File: config.mk
export PLATFORM = sky130hd
export DESIGN_NAME = instruction_fetch_unit_flat
export DESIGN_NICKNAME = d
export VERILOG_FILES = /design/src/rtl/instruction_fetch_unit_if.sv /design/src/rtl/instruction_fetch_unit.sv /design/src/flat_wrapper.sv
export SDC_FILE = /design/constraint.sdc
export NUM_CORES = 1
export LEC_CHECK = 0
export CELL_PAD_IN_SITES_DETAIL_PLACEMENT = 1
export CELL_PAD_IN_SITES_GLOBAL_PLACEMENT = 1
export CORE_ASPECT_RATIO = 1.5
export CORE_UTILIZATION = 35
export CTS_CLUSTER_SIZE = 28
export DETAILED_ROUTE_END_ITERATION = 10
export HOLD_SLACK_MARGIN = 0.15
export PLACE_DENSITY_LB_ADDON = 0.1
export SLEW_MARGIN = 25
export SYNTH_ARGS = -nofsm -noshare
export SYNTH_HDL_FRONTEND = slang
export SYNTH_SLANG_ARGS = --single-unit
File: constraint.sdc
create_clock -name clk -period 4.95 [get_ports clk]
set_input_delay 0.99 -clock clk [delete_from_list [all_inputs] [get_ports clk]]
set_output_delay 0.99 -clock clk [all_outputs]
set_load 0.01 [all_outputs]
File: src/rtl/instruction_fetch_unit_if.sv
// Fetch-stage bus bundle: instruction memory request/response, execute-side
// redirect, and the decode-facing valid/ready instruction handshake.
interface instruction_fetch_unit_if;
  logic        imem_req;
  logic [31:0] imem_addr;
  logic [31:0] imem_rdata;
  logic        redirect;
  logic [31:0] redirect_pc;
  logic        inst_valid;
  logic        inst_ready;
  logic [31:0] inst;
  logic [31:0] inst_pc;

  modport master (
    output imem_req, imem_addr, inst_valid, inst, inst_pc,
    input  imem_rdata, redirect, redirect_pc, inst_ready
  );

  modport slave (
    input  imem_req, imem_addr, inst_valid, inst, inst_pc,
    output imem_rdata, redirect, redirect_pc, inst_ready
  );
endinterface

File: src/rtl/instruction_fetch_unit.sv
// Instruction fetch: sequential word fetch from a 1-cycle synchronous imem into a
// small {pc, word} prefetch FIFO, with flush/restart on execute-side redirect.
module instruction_fetch_unit #(
  parameter int unsigned DEPTH    = 4,
  parameter logic [31:0] RESET_PC = 32'h0000_0000
) (
  input  logic                      clk,
  input  logic                      rst,
  instruction_fetch_unit_if.master  bus
);

  localparam int unsigned PW = (DEPTH > 1) ? $clog2(DEPTH) : 1;
  localparam int unsigned CW = PW + 1;

  typedef struct packed {
    logic [31:0] pc;
    logic [31:0] word;
  } entry_t;

  entry_t          fifo_q [DEPTH];
  entry_t          fifo_d [DEPTH];
  logic [PW-1:0]   rd_ptr_q, rd_ptr_d;
  logic [PW-1:0]   wr_ptr_q, wr_ptr_d;
  logic [CW-1:0]   count_q, count_d;
  logic [31:0]     fetch_pc_q, fetch_pc_d;
  logic            inflight_q, inflight_d;
  logic [31:0]     inflight_pc_q, inflight_pc_d;
  logic            kill_q, kill_d;

  logic            issue_c;
  logic            push_c;
  logic            pop_c;
  logic [31:0]     redirect_pc_c;

  // Space check uses registered occupancy only, so a same-cycle pop never frees a slot.
  assign issue_c       = !rst && !bus.redirect &&
                         ((count_q + CW'(inflight_q)) < CW'(DEPTH));
  assign push_c        = inflight_q && !kill_q && !bus.redirect;
  assign pop_c         = (count_q != '0) && bus.inst_ready;
  assign redirect_pc_c = bus.redirect_pc & ~32'h0000_0003;

  always_comb begin
    fifo_d        = fifo_q;
    rd_ptr_d      = rd_ptr_q;
    wr_ptr_d      = wr_ptr_q;
    count_d       = count_q;
    fetch_pc_d    = fetch_pc_q;
    inflight_pc_d = inflight_pc_q;
    inflight_d    = issue_c;
    kill_d        = bus.redirect;

    if (issue_c) begin
      fetch_pc_d    = fetch_pc_q + 32'd4;
      inflight_pc_d = fetch_pc_q;
    end

    if (push_c) begin
      fifo_d[wr_ptr_q] = '{pc: inflight_pc_q, word: bus.imem_rdata};
      wr_ptr_d         = wr_ptr_q + PW'(1);
    end

    if (pop_c) begin
      rd_ptr_d = rd_ptr_q + PW'(1);
    end

    case ({push_c, pop_c})
      2'b10:   count_d = count_q + CW'(1);
      2'b01:   count_d = count_q - CW'(1);
      default: count_d = count_q;
    endcase

    // Redirect discards everything buffered and restarts at the aligned target.
    if (bus.redirect) begin
      rd_ptr_d   = '0;
      wr_ptr_d   = '0;
      count_d    = '0;
      fetch_pc_d = redirect_pc_c;
    end
  end

  always_ff @(posedge clk) begin
    if (rst) begin
      for (int i = 0; i < int'(DEPTH); i++) begin
        fifo_q[i] <= '0;
      end
      rd_ptr_q      <= '0;
      wr_ptr_q      <= '0;
      count_q       <= '0;
      fetch_pc_q    <= RESET_PC;
      inflight_q    <= 1'b0;
      inflight_pc_q <= '0;
      kill_q        <= 1'b0;
    end else begin
      fifo_q        <= fifo_d;
      rd_ptr_q      <= rd_ptr_d;
      wr_ptr_q      <= wr_ptr_d;
      count_q       <= count_d;
      fetch_pc_q    <= fetch_pc_d;
      inflight_q    <= inflight_d;
      inflight_pc_q <= inflight_pc_d;
      kill_q        <= kill_d;
    end
  end

  assign bus.imem_req   = issue_c;
  assign bus.imem_addr  = rst ? RESET_PC : fetch_pc_q;
  assign bus.inst_valid = !rst && (count_q != '0);
  assign bus.inst       = rst ? 32'h0 : fifo_q[rd_ptr_q].word;
  assign bus.inst_pc    = rst ? 32'h0 : fifo_q[rd_ptr_q].pc;

endmodule

File: src/flat_wrapper.sv
// flat-port wrapper written by rule: the top's interface ports become plain ports
module instruction_fetch_unit_flat 
#(
  parameter int unsigned DEPTH    = 4,
  parameter logic [31:0] RESET_PC = 32'h0000_0000
)
  (clk, rst, bus_imem_req, bus_imem_addr, bus_inst_valid, bus_inst, bus_inst_pc, bus_imem_rdata, bus_redirect, bus_redirect_pc, bus_inst_ready);
  instruction_fetch_unit_if bus_i ();
  input  logic clk;
  input  logic rst;
  output wire logic [$bits(bus_i.imem_req)-1:0] bus_imem_req;
  output wire logic [$bits(bus_i.imem_addr)-1:0] bus_imem_addr;
  output wire logic [$bits(bus_i.inst_valid)-1:0] bus_inst_valid;
  output wire logic [$bits(bus_i.inst)-1:0] bus_inst;
  output wire logic [$bits(bus_i.inst_pc)-1:0] bus_inst_pc;
  input wire logic [$bits(bus_i.imem_rdata)-1:0] bus_imem_rdata;
  input wire logic [$bits(bus_i.redirect)-1:0] bus_redirect;
  input wire logic [$bits(bus_i.redirect_pc)-1:0] bus_redirect_pc;
  input wire logic [$bits(bus_i.inst_ready)-1:0] bus_inst_ready;
  assign bus_imem_req = bus_i.imem_req;
  assign bus_imem_addr = bus_i.imem_addr;
  assign bus_inst_valid = bus_i.inst_valid;
  assign bus_inst = bus_i.inst;
  assign bus_inst_pc = bus_i.inst_pc;
  assign bus_i.imem_rdata = bus_imem_rdata;
  assign bus_i.redirect = bus_redirect;
  assign bus_i.redirect_pc = bus_redirect_pc;
  assign bus_i.inst_ready = bus_inst_ready;
  instruction_fetch_unit #(.DEPTH(DEPTH), .RESET_PC(RESET_PC)) u_core (.clk(clk), .rst(rst), .bus(bus_i));
endmodule
# Word level (Yosys, flattened, before mapping)
# Cells that the tools add are included.
dict set report classes {
  multipliers 0
  bitwise_logic 2
  shifts 0
  order_cmp 4
  add_sub_neg 6
  n_div 0
  n_reduce_logical 14
  mux 12
  n_eq_ne 2
}
# cell n
set op_table {}
lappend op_table {{256-bit bitwise mux} 1}
lappend op_table {{64-bit two-way mux} 3}
lappend op_table {{32-bit two-way mux} 5}
lappend op_table {{64-bit binary-select mux with 2-bit select} 1}
lappend op_table {{64-bit demux with 2-bit select} 1}
lappend op_table {{32-bit by 3-bit adder with 32-bit output (second input constant)} 1}
lappend op_table {{1-bit logical AND} 7}
lappend op_table {{3-bit greater-or-equal comparator (second input constant)} 2}
lappend op_table {{2-bit NOT with 3-bit output} 2}
lappend op_table {{3-bit one-hot mux with 2 select lines} 1}
lappend op_table {{2-bit by 1-bit adder with 2-bit output (second input constant)} 2}
lappend op_table {{2-bit nonzero test} 2}
lappend op_table {{3-bit by 1-bit adder with 3-bit output} 1}
lappend op_table {{3-bit by 1-bit adder with 3-bit output (second input constant)} 1}
lappend op_table {{1-bit zero test} 3}
lappend op_table {{3-bit by 1-bit < comparator with 1-bit output (second input constant)} 1}
lappend op_table {{3-bit < comparator (second input constant)} 1}
lappend op_table {{3-bit nonzero test} 1}
lappend op_table {{3-bit by 1-bit subtractor with 3-bit output (second input constant)} 1}
lappend op_table {{2-bit by 1-bit == test with 1-bit output (second input constant)} 1}
lappend op_table {{2-bit == test (second input constant)} 1}
lappend op_table {{2-bit OR reduction} 1}
dict set report word_totals {
  ramBits 0
  in_bits 68
  regBits 329
  romBits 0
  memories 0
  out_inout_bits 98
  latch_bits 0
  wordCells 56
}

# Longest topological paths before layout
# Gate-level depths: netlist (run 1).
dict set report logic_depth {
  word_depth 6
  depth_mapped 11
  ltp_nobuf 9
}

# Least setup slack after synthesis (run 1)
# No wires, ideal clock.
dict set report synth_path {
  kind {input to output}
  start {input port rst}
  end {output port bus_inst_valid}
  setup_slack_ns 2.109
  arrival_time_ns 1.851
  required_ns 3.960
  cell_stages 4
  n_path_buf 3
  cell_sequence {clkbuf_1 -> clkbuf_1 -> clkbuf_1 -> nor2_1}
}
dict set report synth_via {
  elab_chain_len 2
}
# item line_no
set synth_lines {}
lappend synth_lines {{start, declared} flat_wrapper.sv:10} ;# input logic rst;
lappend synth_lines {{1-bit zero test} instruction_fetch_unit.sv:107} ;# assign bus.inst_valid = !rst && (count_q != '0);
lappend synth_lines {{1-bit logical AND} instruction_fetch_unit.sv:107}
lappend synth_lines {{end, declared} flat_wrapper.sv:13} ;# output wire logic [$bits(bus_i.inst_valid)-1:0] bus_inst_valid;
# No other way between the ends.

# Final worst setup path (run 1)
dict set report layout_path {
  start {register u_core.rd_ptr_q[0]}
  end {output port bus_inst_pc[22]}
}
dict set report layout_via {
  elab_chain_len 5
}
# item line_no
set layout_lines {}
lappend layout_lines {{start, declared} instruction_fetch_unit.sv:22} ;# logic [PW-1:0] rd_ptr_q, rd_ptr_d;
lappend layout_lines {{start signal, assigned} instruction_fetch_unit.sv:95} ;# rd_ptr_q <= rd_ptr_d;
lappend layout_lines {{2-bit NOT with 3-bit output (not written as such)} instruction_fetch_unit.sv:109} ;# assign bus.inst_pc = rst ? 32'h0 : fifo_q[rd_ptr_q].pc;
lappend layout_lines {{64-bit binary-select mux with 2-bit select} instruction_fetch_unit.sv:109}
lappend layout_lines {{64-bit two-way mux (2 in a row)} --}
lappend layout_lines {{32-bit two-way mux} instruction_fetch_unit.sv:109}
lappend layout_lines {{end, declared} flat_wrapper.sv:15} ;# output wire logic [$bits(bus_i.inst_pc)-1:0] bus_inst_pc;
# No other way between the ends. The select of a mux whose other input is x is not followed.

==> metrics.csv, run 1 <==
stage,metric,value,unit
yosys,synth_seq_cells,317,
floorplan,die_width,164,µm
placement,placed_cell_area,0.0158,mm²
detailed_routing,wire_per_inst,18.5,µm
cells_and_area,diodes,0,
sta,rsz0062_at_grt,no,
cells_and_area,multiInputGateArea,0.00681,mm²
cells_and_area,fin_nets,1827,
global_routing,grt_max_degree,90,
yosys,synthFlopType,dfxtp_1,
sta,slew_violations,0,
placement,post-place-ws,1.35,ns
sta,tightest_slew,0.986,ns
yosys,synth_top_cell_by_area,dfxtp_1,
yosys,synth-seq-area-share,46.1,%
cells_and_area,finish.utilization,43.8,%
placement,portBuffers,159,
clock_tree,cts_max_path_buffers,3,
sta,timing.final.hold_violations,0,
power_and_ir_drop,p_sw_share,23.1,%
clock_tree,numCtsBuffers,34,
setup_path,cp_top_family,buffers and inverters,
clock_tree,ctsRootBufferMaster,clkbuf_16,
cells_and_area,drive_gt1_share,9.39,%
power_and_ir_drop,power_frac_seq,47.3,%
yosys,yosys.cell_types.count,46,
power_and_ir_drop,combPwrFrac,5.5,%
hold_path,worst_hold_path_type,reg -> reg,
clock_tree,clk_latency,0.52,ns
setup_path,path_buf_inv,2,
power_and_ir_drop,clkPwrFrac,47.2,%
power_and_ir_drop,power_density,328,mW/mm²
cells_and_area,final_cell_area,0.0169,mm²
yosys,synthTopCellsByArea,"dfxtp_1, nand2_1, a21oi_1",
clock_tree,cts_tree,yes,
power_and_ir_drop,p_switching,1.29,mW
global_routing,grt_pass1_wl,67000,µm
detailed_routing,drc_errors,0,
sta,max_slew_margin,34.0,%
clock_tree,cts-hold-fix-buffers,0,
global_routing,antenna_found_initial,0,
clock_tree,clock_sinks,317,
yosys,syn-mean-instance-area,8.31,µm²
cells_and_area,regArea,0.00635,mm²
setup_path,slowest_stage,dfxtp_4,
power_and_ir_drop,ir_worst_vdd,0.240,mV
sta,fin_ws,1.00,ns
placement,place_hpwl,25400,µm
cells_and_area,fillers,4519,
sta,max_freq,253,MHz
global_routing,grt_pass1_vias,12139,
sta,fin_skew,0.0133,ns
clock_tree,cts_resized,0,
power_and_ir_drop,p_leak,5.43,nW
sta,tns,0,ns
global_routing,grt-ovfl-total,0,
outcome,outcome,"complete, no violations",
detailed_routing,drt_pass1_iterations,4,
clock_tree,clk_pin_slew,0.06,ns
setup_path,cp_cell_sequence,buf_12 -> mux4_2 -> nor2b_1 -> clkdlybuf4s50_1,
floorplan,die_area,0.0401,mm²
sta,fin_crit,3.95,ns
yosys,synth_edf_count,0,
detailed_routing,wirelength,42100,µm
global_routing,track_usage,21.3,%
floorplan,die_h,245,µm
placement,place_inst,2211,
setup_path,required,3.96,ns
yosys,synthArstFlopShare,0,%
floorplan,rows,88,
yosys,netlist_instances,1657,
setup_path,worstPathMaxFanout,31,
floorplan,start_util,35.6,%
detailed_routing,drt_iter0_markers,667,
setup_path,timing_worst_setup_path_type,reg -> out,
sta,fin_crit_sh,79.7,%
clock_tree,cts_setup_buffers,0,
sta,finalSetupViolations,0,
yosys,synth_top_area_share,46.1,%
clock_tree,htreeDepth,2,
floorplan,coreArea,0.0386,mm²
power_and_ir_drop,p_total,5.56,mW
detailed_routing,postRouteAntennaNets,0,
flow_run,drv_cap,0,
setup_path,crit_path_max_incr_delay,0.81,ns
placement,place.gp.congestion,0.723,
floorplan,pin_count,166,
setup_path,startpoint_type,flip-flop,
setup_path,crit_arrival,2.96,ns
detailed_routing,vias,11698,
yosys,synth_area,0.0138,mm²
yosys,yosysWarnings,0,
setup_path,crit_path_end_kind,output pin,
cells_and_area,area_growth_syn_to_layout,23.0,%
sta,hold_ws,0.452,ns
cells_and_area,instances_no_fill,2273,
power_and_ir_drop,power.internal,4.27,mW
detailed_routing,viasPerCell,5.15,
## worst register-to-register path, stage by stage, from the launching register on
cell and delay (ns):
dfxtp_1 0.33, nor2b_1 0.43, and2_0 0.44, nand2_2 0.56, buf_12 0.42, nand2_1 0.11, a21oi_1 0.07
## layer usage
metal | track usage, % | share of wire, % | up-vias
li1 | - | - | 5687
met4 | 5.42 | 1.7 | 0
met3 | 2.79 | 3.0 | 52
met2 | 38.8 | 52 | 184
met1 | 26.0 | 44 | 5775
met5 | 0 | 0 | -
## cell families (layout without fill, tap and decap cells)
kind of cell | count (synthesis) | count (layout) | share of synthesized area [%]
flops | 317 | 317 | 46.1
other cells | 1 | 4 | 0.0272
buf+inv | 146 | 264 | 4.65
compound gates | 317 | 317 | 11.9
simple gates | 773 | 773 | 24.1
fa+ha+maj | 7 | 7 | 0.691
xor+xnor | 32 | 32 | 2.23
mux | 64 | 64 | 10.3
## flip-flops by register name, summed over array words and instances (netlist names)
register	cells
u_core.fifo_q	248
u_core.fetch_pc_q	30
u_core.inflight_pc_q	30
u_core.count_q	3
u_core.rd_ptr_q	2
u_core.wr_ptr_q	2
u_core.inflight_q	1
u_core.kill_q	1
## path summary, 6_finish.rpt
check	from	end	slack, ns	cells after the start
min reg2reg	u_core.fifo_q[172]$_SDFFE_PP0P_	u_core.fifo_q[172]$_SDFFE_PP0P_	0.45	2
max	u_core.rd_ptr_q[0]$_SDFFE_PN0P_	bus_inst_pc[22]	1.00	4
min	u_core.fifo_q[172]$_SDFFE_PP0P_	u_core.fifo_q[172]$_SDFFE_PP0P_	0.45	2
max reg2reg	u_core.inflight_q$_SDFF_PP0_	u_core.fifo_q[176]$_SDFFE_PP0P_	2.45	6
## cell type report
type,instances,share of cell area (%)
sequential,317,37.5
tap,495,3.66
clock inverter,9,0.591
clock buffer,53,6.12
multi-input combinational,1197,40.2
inverter,10,0.222
timing repair buffer,192,11.7
## synthesized netlist by cell type (3+ instances only)
library cell and number:
a21oi_1 288, ha_1 6, nand2_1 590, nor3_1 5
nand3_1 10, or3_1 3, and4_1 5, dfxtp_1 317
and3_1 11, clkbuf_1 84, xnor2_1 14, nor2_1 29
inv_1 10, mux4_2 62, a211oi_1 11, o21ai_0 9
xor2_1 16, nand4_1 12, buf_4 6, nor2b_1 94
buf_2 44
## placed cells by master, fill, tap and decap left out, drive strengths merged, types with 2 or more instances in the layout
cell type / Yosys / final
clkinv: 0 / 5
nor4: 4 / 4
nor3: 6 / 6
a21oi: 288 / 288
and2: 2 / 2
a311oi: 2 / 2
buf: 52 / 34
dfxtp: 317 / 317
or2: 2 / 2
and3: 12 / 12
o21ai: 11 / 11
mux4: 62 / 62
nand3: 10 / 10
o22ai: 2 / 2
nand2: 590 / 590
or3: 3 / 3
a211oi: 11 / 11
nor2: 29 / 29
nor2b: 94 / 94
clkinvlp: 0 / 2
xor2: 17 / 17
ha: 6 / 6
mux2: 2 / 2
clkdlybuf4s50: 0 / 158
conb: 1 / 4
xnor2: 15 / 15
inv: 10 / 10
nand4: 13 / 13
bufinv: 0 / 2
clkbuf: 84 / 53
and4: 5 / 5
## power by group through the flow
stage	registers (mW)	clock network [mW]	logic, mW
final	2.63	2.63	0.305
after global routing	2.63	2.79	0.335
after CTS	2.63	2.69	0.311
after detailed placement	2.69	0	0.309
after global placement	2.68	0	0.306
after floorplan	2.67	0	0.160
(Power assumes the default switching activity.)
==> run 2: changes to the inputs <==
==> constraint.sdc (replaced) <==
create_clock -name clk -period 3.7 [get_ports clk]
set_input_delay 0.74 -clock clk [delete_from_list [all_inputs] [get_ports clk]]
set_output_delay 0.74 -clock clk [all_outputs]
set_load 0.01 [all_outputs]
==> run 2 against run 1 <==
Net effect:
- final cell count up 0.44%
- critical path depth did not move
- clock power increased by 31%
- routed wire length is 0.16% lower
- critical path type unchanged
- register-to-register slack got worse by 1.2 ns
==> metrics.csv, run 2 (same netlist as run 1, synthesis figures left out) <==
stage,metric,value,unit
cells_and_area,drive_gt1_share,9.84,%
setup_path,r2r_slack,1.26,ns
sta,hold_ws,0.452,ns
cells_and_area,largest_registers,"u_core.fifo_q x248, u_core.fetch_pc_q x30, u_core.inflight_pc_q x30",
sta,slew_violations,0,
clock_tree,cts_resized,0,
cells_and_area,fin_nets,1837,
sta,rsz0062_at_grt,no,
power_and_ir_drop,clkPwrFrac,46.7,%
clock_tree,ctsRootBufferMaster,clkbuf_16,
cells_and_area,largest-register,u_core.fifo_q,
floorplan,die_width,164,µm
clock_tree,clock_sinks,317,
placement,place_hpwl,26200,µm
sta,tightest_slew,1.01,ns
detailed_routing,drt_iter0_markers,432,
sta,max_slew_margin,32.2,%
floorplan,start_util,35.6,%
setup_path,r2r_end,u_core.count_q[2]$_SDFFE_PN0P_,
power_and_ir_drop,combPwrFrac,5.6,%
detailed_routing,wirelength,42100,µm
floorplan,rows,88,
setup_path,crit_path_max_incr_delay,0.61,ns
outcome,outcome,"complete, no violations",
global_routing,track_usage,21.4,%
flow_run,drv_cap,0,
setup_path,cp_top_family,buffers and inverters,
setup_path,required,2.96,ns
detailed_routing,viasPerCell,5.15,
setup_path,worstPathMaxFanout,18,
power_and_ir_drop,p_sw_share,22.8,%
cells_and_area,diodes,0,
power_and_ir_drop,p_leak,5.49,nW
placement,portBuffers,159,
sta,fin_crit,3.43,ns
floorplan,die_h,245,µm
setup_path,startpoint_type,flip-flop,
setup_path,crit_path_end_kind,output pin,
setup_path,crit_arrival,2.69,ns
setup_path,slowest_stage,dfxtp_4,
power_and_ir_drop,power_density,432,mW/mm²
floorplan,die_area,0.0401,mm²
power_and_ir_drop,ir_worst_vdd,0.324,mV
detailed_routing,drc_errors,0,
detailed_routing,postRouteAntennaNets,0,
global_routing,grt_max_degree,56,
setup_path,crit_start,u_core.rd_ptr_q[0]$_SDFFE_PN0P_,
detailed_routing,drt_pass1_iterations,4,
sta,max_freq,291,MHz
clock_tree,numCtsBuffers,35,
setup_path,rr_worst_depth,9,
power_and_ir_drop,power_frac_seq,47.7,%
sta,fin_skew,0.0131,ns
cells_and_area,layout_common_cells,"nand2_1, dfxtp_1, a21oi_1",
clock_tree,clk_pin_slew,0.06,ns
setup_path,worst_setup_path_endpoint,bus_inst_pc[19],
global_routing,grt-ovfl-total,0,
power_and_ir_drop,p_switching,1.68,mW
setup_path,path_buf_inv,2,
detailed_routing,wire_per_inst,18.4,µm
clock_tree,cts_max_path_buffers,3,
sta,finalSetupViolations,0,
global_routing,antenna_found_initial,0,
setup_path,reg2reg_from,u_core.inflight_q$_SDFF_PP0_,
detailed_routing,vias,11747,
global_routing,grt_pass1_vias,12223,
clock_tree,cts_tree,yes,
clock_tree,cts_setup_buffers,0,
clock_tree,htreeDepth,2,
cells_and_area,area_growth_syn_to_layout,23.8,%
setup_path,cp_cell_sequence,buf_4 -> mux4_2 -> nor2b_1 -> clkdlybuf4s50_1,
clock_tree,cts-hold-fix-buffers,0,
sta,fin_crit_sh,92.8,%
hold_path,worst_hold_path_type,reg -> reg,
setup_path,path_depth,4,
placement,place.gp.congestion,0.727,
floorplan,coreArea,0.0386,mm²
clock_tree,clk_latency,0.52,ns
setup_path,timing_worst_setup_path_type,reg -> out,
cells_and_area,largest_register_ff_count,248,
power_and_ir_drop,power.internal,5.69,mW
sta,tns,0,ns
sta,timing.final.hold_violations,0,
floorplan,pin_count,166,
global_routing,grt_pass1_wl,67300,µm
cells_and_area,layout_commonest_cell,nand2_1,
==> run 2: changes by cell type in the layout (fill, tap and decap cells not counted) <==
cell	delta
buf_4	+5
buf_12	+4
clkbuf_1	-1
clkbuf_8	+2
clkinvlp_4	-2
bufinv_16	-1
clkinv_2	+1
clkinv_1	+2
==> run 2: per-layer routing <==
layer | up-vias | GRT usage, % | share of wire (%)
met1 | 5798 | 26.6 | 44
li1 | 5699 | - | -
met5 | - | 0 | 0
met2 | 199 | 38.5 | 51
met3 | 51 | 2.65 | 3.0
met4 | 0 | 5.45 | 1.9
==> run 2: power by group through the flow <==
stage               clock [mW]  combinational [mW]  sequential, mW
CTS                       3.55               0.421            3.52
floorplan                    0               0.214            3.57
finish                    3.44               0.414            3.52
detailed placement           0               0.417            3.59
global placement             0               0.416            3.59
global route              3.68               0.452            3.52
==> run 2: worst min-delay path by stage <==
stage / to / cells past startpoint / startpoint
finish: u_core.fifo_q[207]$_SDFFE_PP0P_ / 2 / u_core.fifo_q[207]$_SDFFE_PP0P_
global route: u_core.fifo_q[63]$_SDFFE_PP0P_ / 2 / u_core.fifo_q[63]$_SDFFE_PP0P_
CTS: u_core.fifo_q[125]$_SDFFE_PP0P_ / 2 / u_core.fifo_q[125]$_SDFFE_PP0P_
detailed placement: u_core.fifo_q[125]$_SDFFE_PP0P_ / 2 / u_core.fifo_q[125]$_SDFFE_PP0P_
global placement: u_core.fifo_q[29]$_SDFFE_PP0P_ / 2 / u_core.fifo_q[29]$_SDFFE_PP0P_
floorplan: u_core.fifo_q[100]$_SDFFE_PP0P_ / 2 / u_core.fifo_q[100]$_SDFFE_PP0P_
==> run 2: stage by stage <==
step	std cells	worst slack, ns	instance area [µm²]	util [%]	power, mW
floorplan	1660	1.36	13800	-	3.78
global placement	2220	0.694	15900	41.2	4.01
detailed placement	2220	0.648	15900	41.2	4.01
CTS	2283	0.167	17000	44.1	7.48
global route	2283	0.151	17000	44.1	7.65
finish	2283	0.267	17000	44.1	7.37
==> run 2: cell type report <==
class                   instances  area, µm²
clock buffers                  54       1060
clock inverters                 9       67.6
fillers                      4514      21600
inverters                      10       37.5
multi-input cells            1197       6810
flip-flops and latches        317       6350
well taps                     495        619
repair buffers                201       2100
==> run 2: worst min-delay path: stages, from the launching register on <==
cell and delay, ns:
dfxtp_1 0.30, nand2_1 0.05, a21oi_1 0.05
==> run 3: changes to the inputs <==
--- a/config.mk
+++ b/config.mk
@@ -9,11 +9,11 @@
 export CELL_PAD_IN_SITES_GLOBAL_PLACEMENT = 1
 export CORE_ASPECT_RATIO = 1.5
 export CORE_UTILIZATION = 35
+export CTS_CLUSTER_DIAMETER = 150
 export CTS_CLUSTER_SIZE = 28
 export DETAILED_ROUTE_END_ITERATION = 10
 export HOLD_SLACK_MARGIN = 0.15
 export PLACE_DENSITY_LB_ADDON = 0.1
-export SLEW_MARGIN = 25
 export SYNTH_ARGS = -nofsm -noshare
 export SYNTH_HDL_FRONTEND = slang
 export SYNTH_SLANG_ARGS = --single-unit
==> run 3 against run 2 <==
Net effect:
- clock power is 44% lower
- utilization shrank 1.9 points
- routed wire length fell by 1.5%
- first-iteration DRC count grew 19%
- setup slack worse by 0.030 ns
- die area is the same
- via count decreased by 1.3%
- flip-flop and latch count did not move
==> metrics.csv, run 3 (same netlist as run 1, synthesis figures left out) <==
stage,metric,value,unit
outcome,outcome,"complete, no violations",
hold_path,min_from,u_core.fifo_q[64]$_SDFFE_PP0P_,
floorplan,rows,88,
sta,hold_ws,0.460,ns
detailed_routing,viasPerCell,5.18,
detailed_routing,drt_pass1_iterations,5,
cells_and_area,area_growth_syn_to_layout,18.6,%
cells_and_area,drive_gt1_share,8.14,%
detailed_routing,drc_errors,0,
placement,place.gp.congestion,0.727,
clock_tree,cts_tree,yes,
detailed_routing,postRouteAntennaNets,0,
sta,fin_skew,0.0307,ns
clock_tree,clk_pin_slew,0.11,ns
setup_path,reg2reg_from,u_core.inflight_q$_SDFF_PP0_,
power_and_ir_drop,power.internal,4.41,mW
power_and_ir_drop,power_frac_seq,60.2,%
power_and_ir_drop,p_leak,5.13,nW
clock_tree,cts_setup_buffers,0,
cells_and_area,largest-register,u_core.fifo_q,
cells_and_area,fin_nets,1817,
setup_path,cp_top_family,buffers and inverters,
setup_path,required,2.96,ns
setup_path,startpoint_type,flip-flop,
clock_tree,ctsRootBufferMaster,clkbuf_16,
setup_path,crit_start,u_core.rd_ptr_q[0]$_SDFFE_PN0P_,
setup_path,worstPathMaxFanout,18,
sta,timing.final.hold_violations,0,
global_routing,grt_pass1_vias,11943,
setup_path,cp_cell_sequence,buf_4 -> mux4_2 -> nor2b_1 -> clkdlybuf4s50_1,
floorplan,coreArea,0.0386,mm²
sta,slew_violations,0,
floorplan,pin_count,166,
power_and_ir_drop,clkPwrFrac,32.7,%
cells_and_area,layout_commonest_cell,nand2_1,
placement,portBuffers,159,
floorplan,die_area,0.0401,mm²
cells_and_area,largest_registers,"u_core.fifo_q x248, u_core.fetch_pc_q x30, u_core.inflight_pc_q x30",
setup_path,slowest_stage,dfxtp_4,
cells_and_area,final_cell_area,0.0163,mm²
setup_path,crit_path_max_incr_delay,0.63,ns
detailed_routing,vias,11590,
setup_path,rr_worst_depth,9,
hold_path,whs_endpoint,u_core.fifo_q[64]$_SDFFE_PP0P_,
setup_path,timing_worst_setup_path_type,reg -> out,
power_and_ir_drop,p_sw_share,24.4,%
sta,fin_crit,3.46,ns
placement,place_hpwl,26200,µm
sta,fin_crit_sh,93.6,%
clock_tree,cts_resized,0,
setup_path,path_buf_inv,2,
power_and_ir_drop,ir_worst_vdd,0.346,mV
global_routing,grt_max_degree,56,
hold_path,worst_hold_path_type,reg -> reg,
sta,max_freq,289,MHz
detailed_routing,wirelength,41400,µm
floorplan,die_h,245,µm
sta,tightest_slew,1.05,ns
global_routing,track_usage,20.9,%
setup_path,r2r_slack,1.26,ns
sta,finalSetupViolations,0,
setup_path,crit_arrival,2.72,ns
power_and_ir_drop,p_switching,1.43,mW
placement,placed_cell_area,0.0159,mm²
clock_tree,clk_latency,0.53,ns
setup_path,r2r_end,u_core.count_q[2]$_SDFFE_PN0P_,
cells_and_area,largest_register_ff_count,248,
sta,max_slew_margin,29.4,%
flow_run,drv_cap,0,
detailed_routing,drt_iter0_markers,514,
clock_tree,cts_max_path_buffers,3,
global_routing,grt_pass1_wl,66300,µm
cells_and_area,fillers,4540,
clock_tree,cts-hold-fix-buffers,0,
cells_and_area,layout_common_cells,"nand2_1, dfxtp_1, a21oi_1",
power_and_ir_drop,power_density,357,mW/mm²
setup_path,crit_path_end_kind,output pin,
global_routing,antenna_found_initial,0,
floorplan,start_util,35.6,%
sta,tns,0,ns
sta,rsz0062_at_grt,no,
power_and_ir_drop,combPwrFrac,7.1,%
detailed_routing,wire_per_inst,18.5,µm
clock_tree,numCtsBuffers,15,
hold_path,min_path_cells,2,
global_routing,grt-ovfl-total,0,
clock_tree,htreeDepth,1,
floorplan,die_width,164,µm
clock_tree,clock_sinks,317,
cells_and_area,diodes,0,
run 3: cell count changes in the layout (fill, tap and decap cells not counted):
cell,change
inv_6,+1
clkbuf_16,-22
bufinv_16,-1
inv_16,+1
clkbuf_1,-8
clkinv_2,-6
clkinv_1,-2
clkbuf_8,-7
run 3: worst max-delay path by stage:
stage                     depth (start not counted)                              to  slack [ns]
after floorplan                                   4                  bus_inst_valid        1.36
after global placement                           10  u_core.count_q[2]$_SDFFE_PN0P_        0.69
after detailed placement                         10  u_core.count_q[2]$_SDFFE_PN0P_        0.65
after CTS                                         4                 bus_inst_pc[19]        0.15
after global routing                              4                 bus_inst_pc[19]        0.14
final                                             4                 bus_inst_pc[19]        0.24
run 3: layout make-up:
type                       count  area (µm²)  area share (%)
sequential                   317        6350            38.9
tap                          495         619            3.79
inverter                      10        37.5           0.230
timing repair buffer         201        2100            12.9
clock buffer                  17         383            2.35
multi-input combinational   1197        6810            41.7
clock inverter                 2        28.8           0.176
run 3: routing by layer:
layer	up-vias	routed length [µm]	share of wire, %	track usage (%)
met2	194	21300	51	37.9
li1	5637	-	-	-
met3	38	1090	2.6	1.67
met4	0	678	1.6	4.90
met5	-	0	0	0
met1	5721	18400	44	26.6
run 3: power by group through the flow:
stage / sequential (mW) / combinational, mW / clock (mW)
finish: 3.51 / 0.413 / 1.91
global route: 3.52 / 0.452 / 2.11
CTS: 3.51 / 0.420 / 2.00
detailed placement: 3.59 / 0.417 / 0
global placement: 3.59 / 0.416 / 0
floorplan: 3.57 / 0.214 / 0
run 3: worst min-delay path, stage by stage, from the launching register on:
cell and delay, ns:
dfxtp_1 0.32, nand2_1 0.05, a21oi_1 0.05
run 3: through the flow:
step           utilization, %  instances  power, mW  setup slack (ns)
6_report                 42.2       2239       5.84             0.237
5_1_grt                  42.2       2239       6.08             0.137
4_1_cts                  42.2       2239       5.94             0.150
3_5_place_dp             41.2       2220       4.01             0.648
3_3_place_gp             41.2       2220       4.01             0.694
2_1_floorplan               -       1660       3.78              1.36
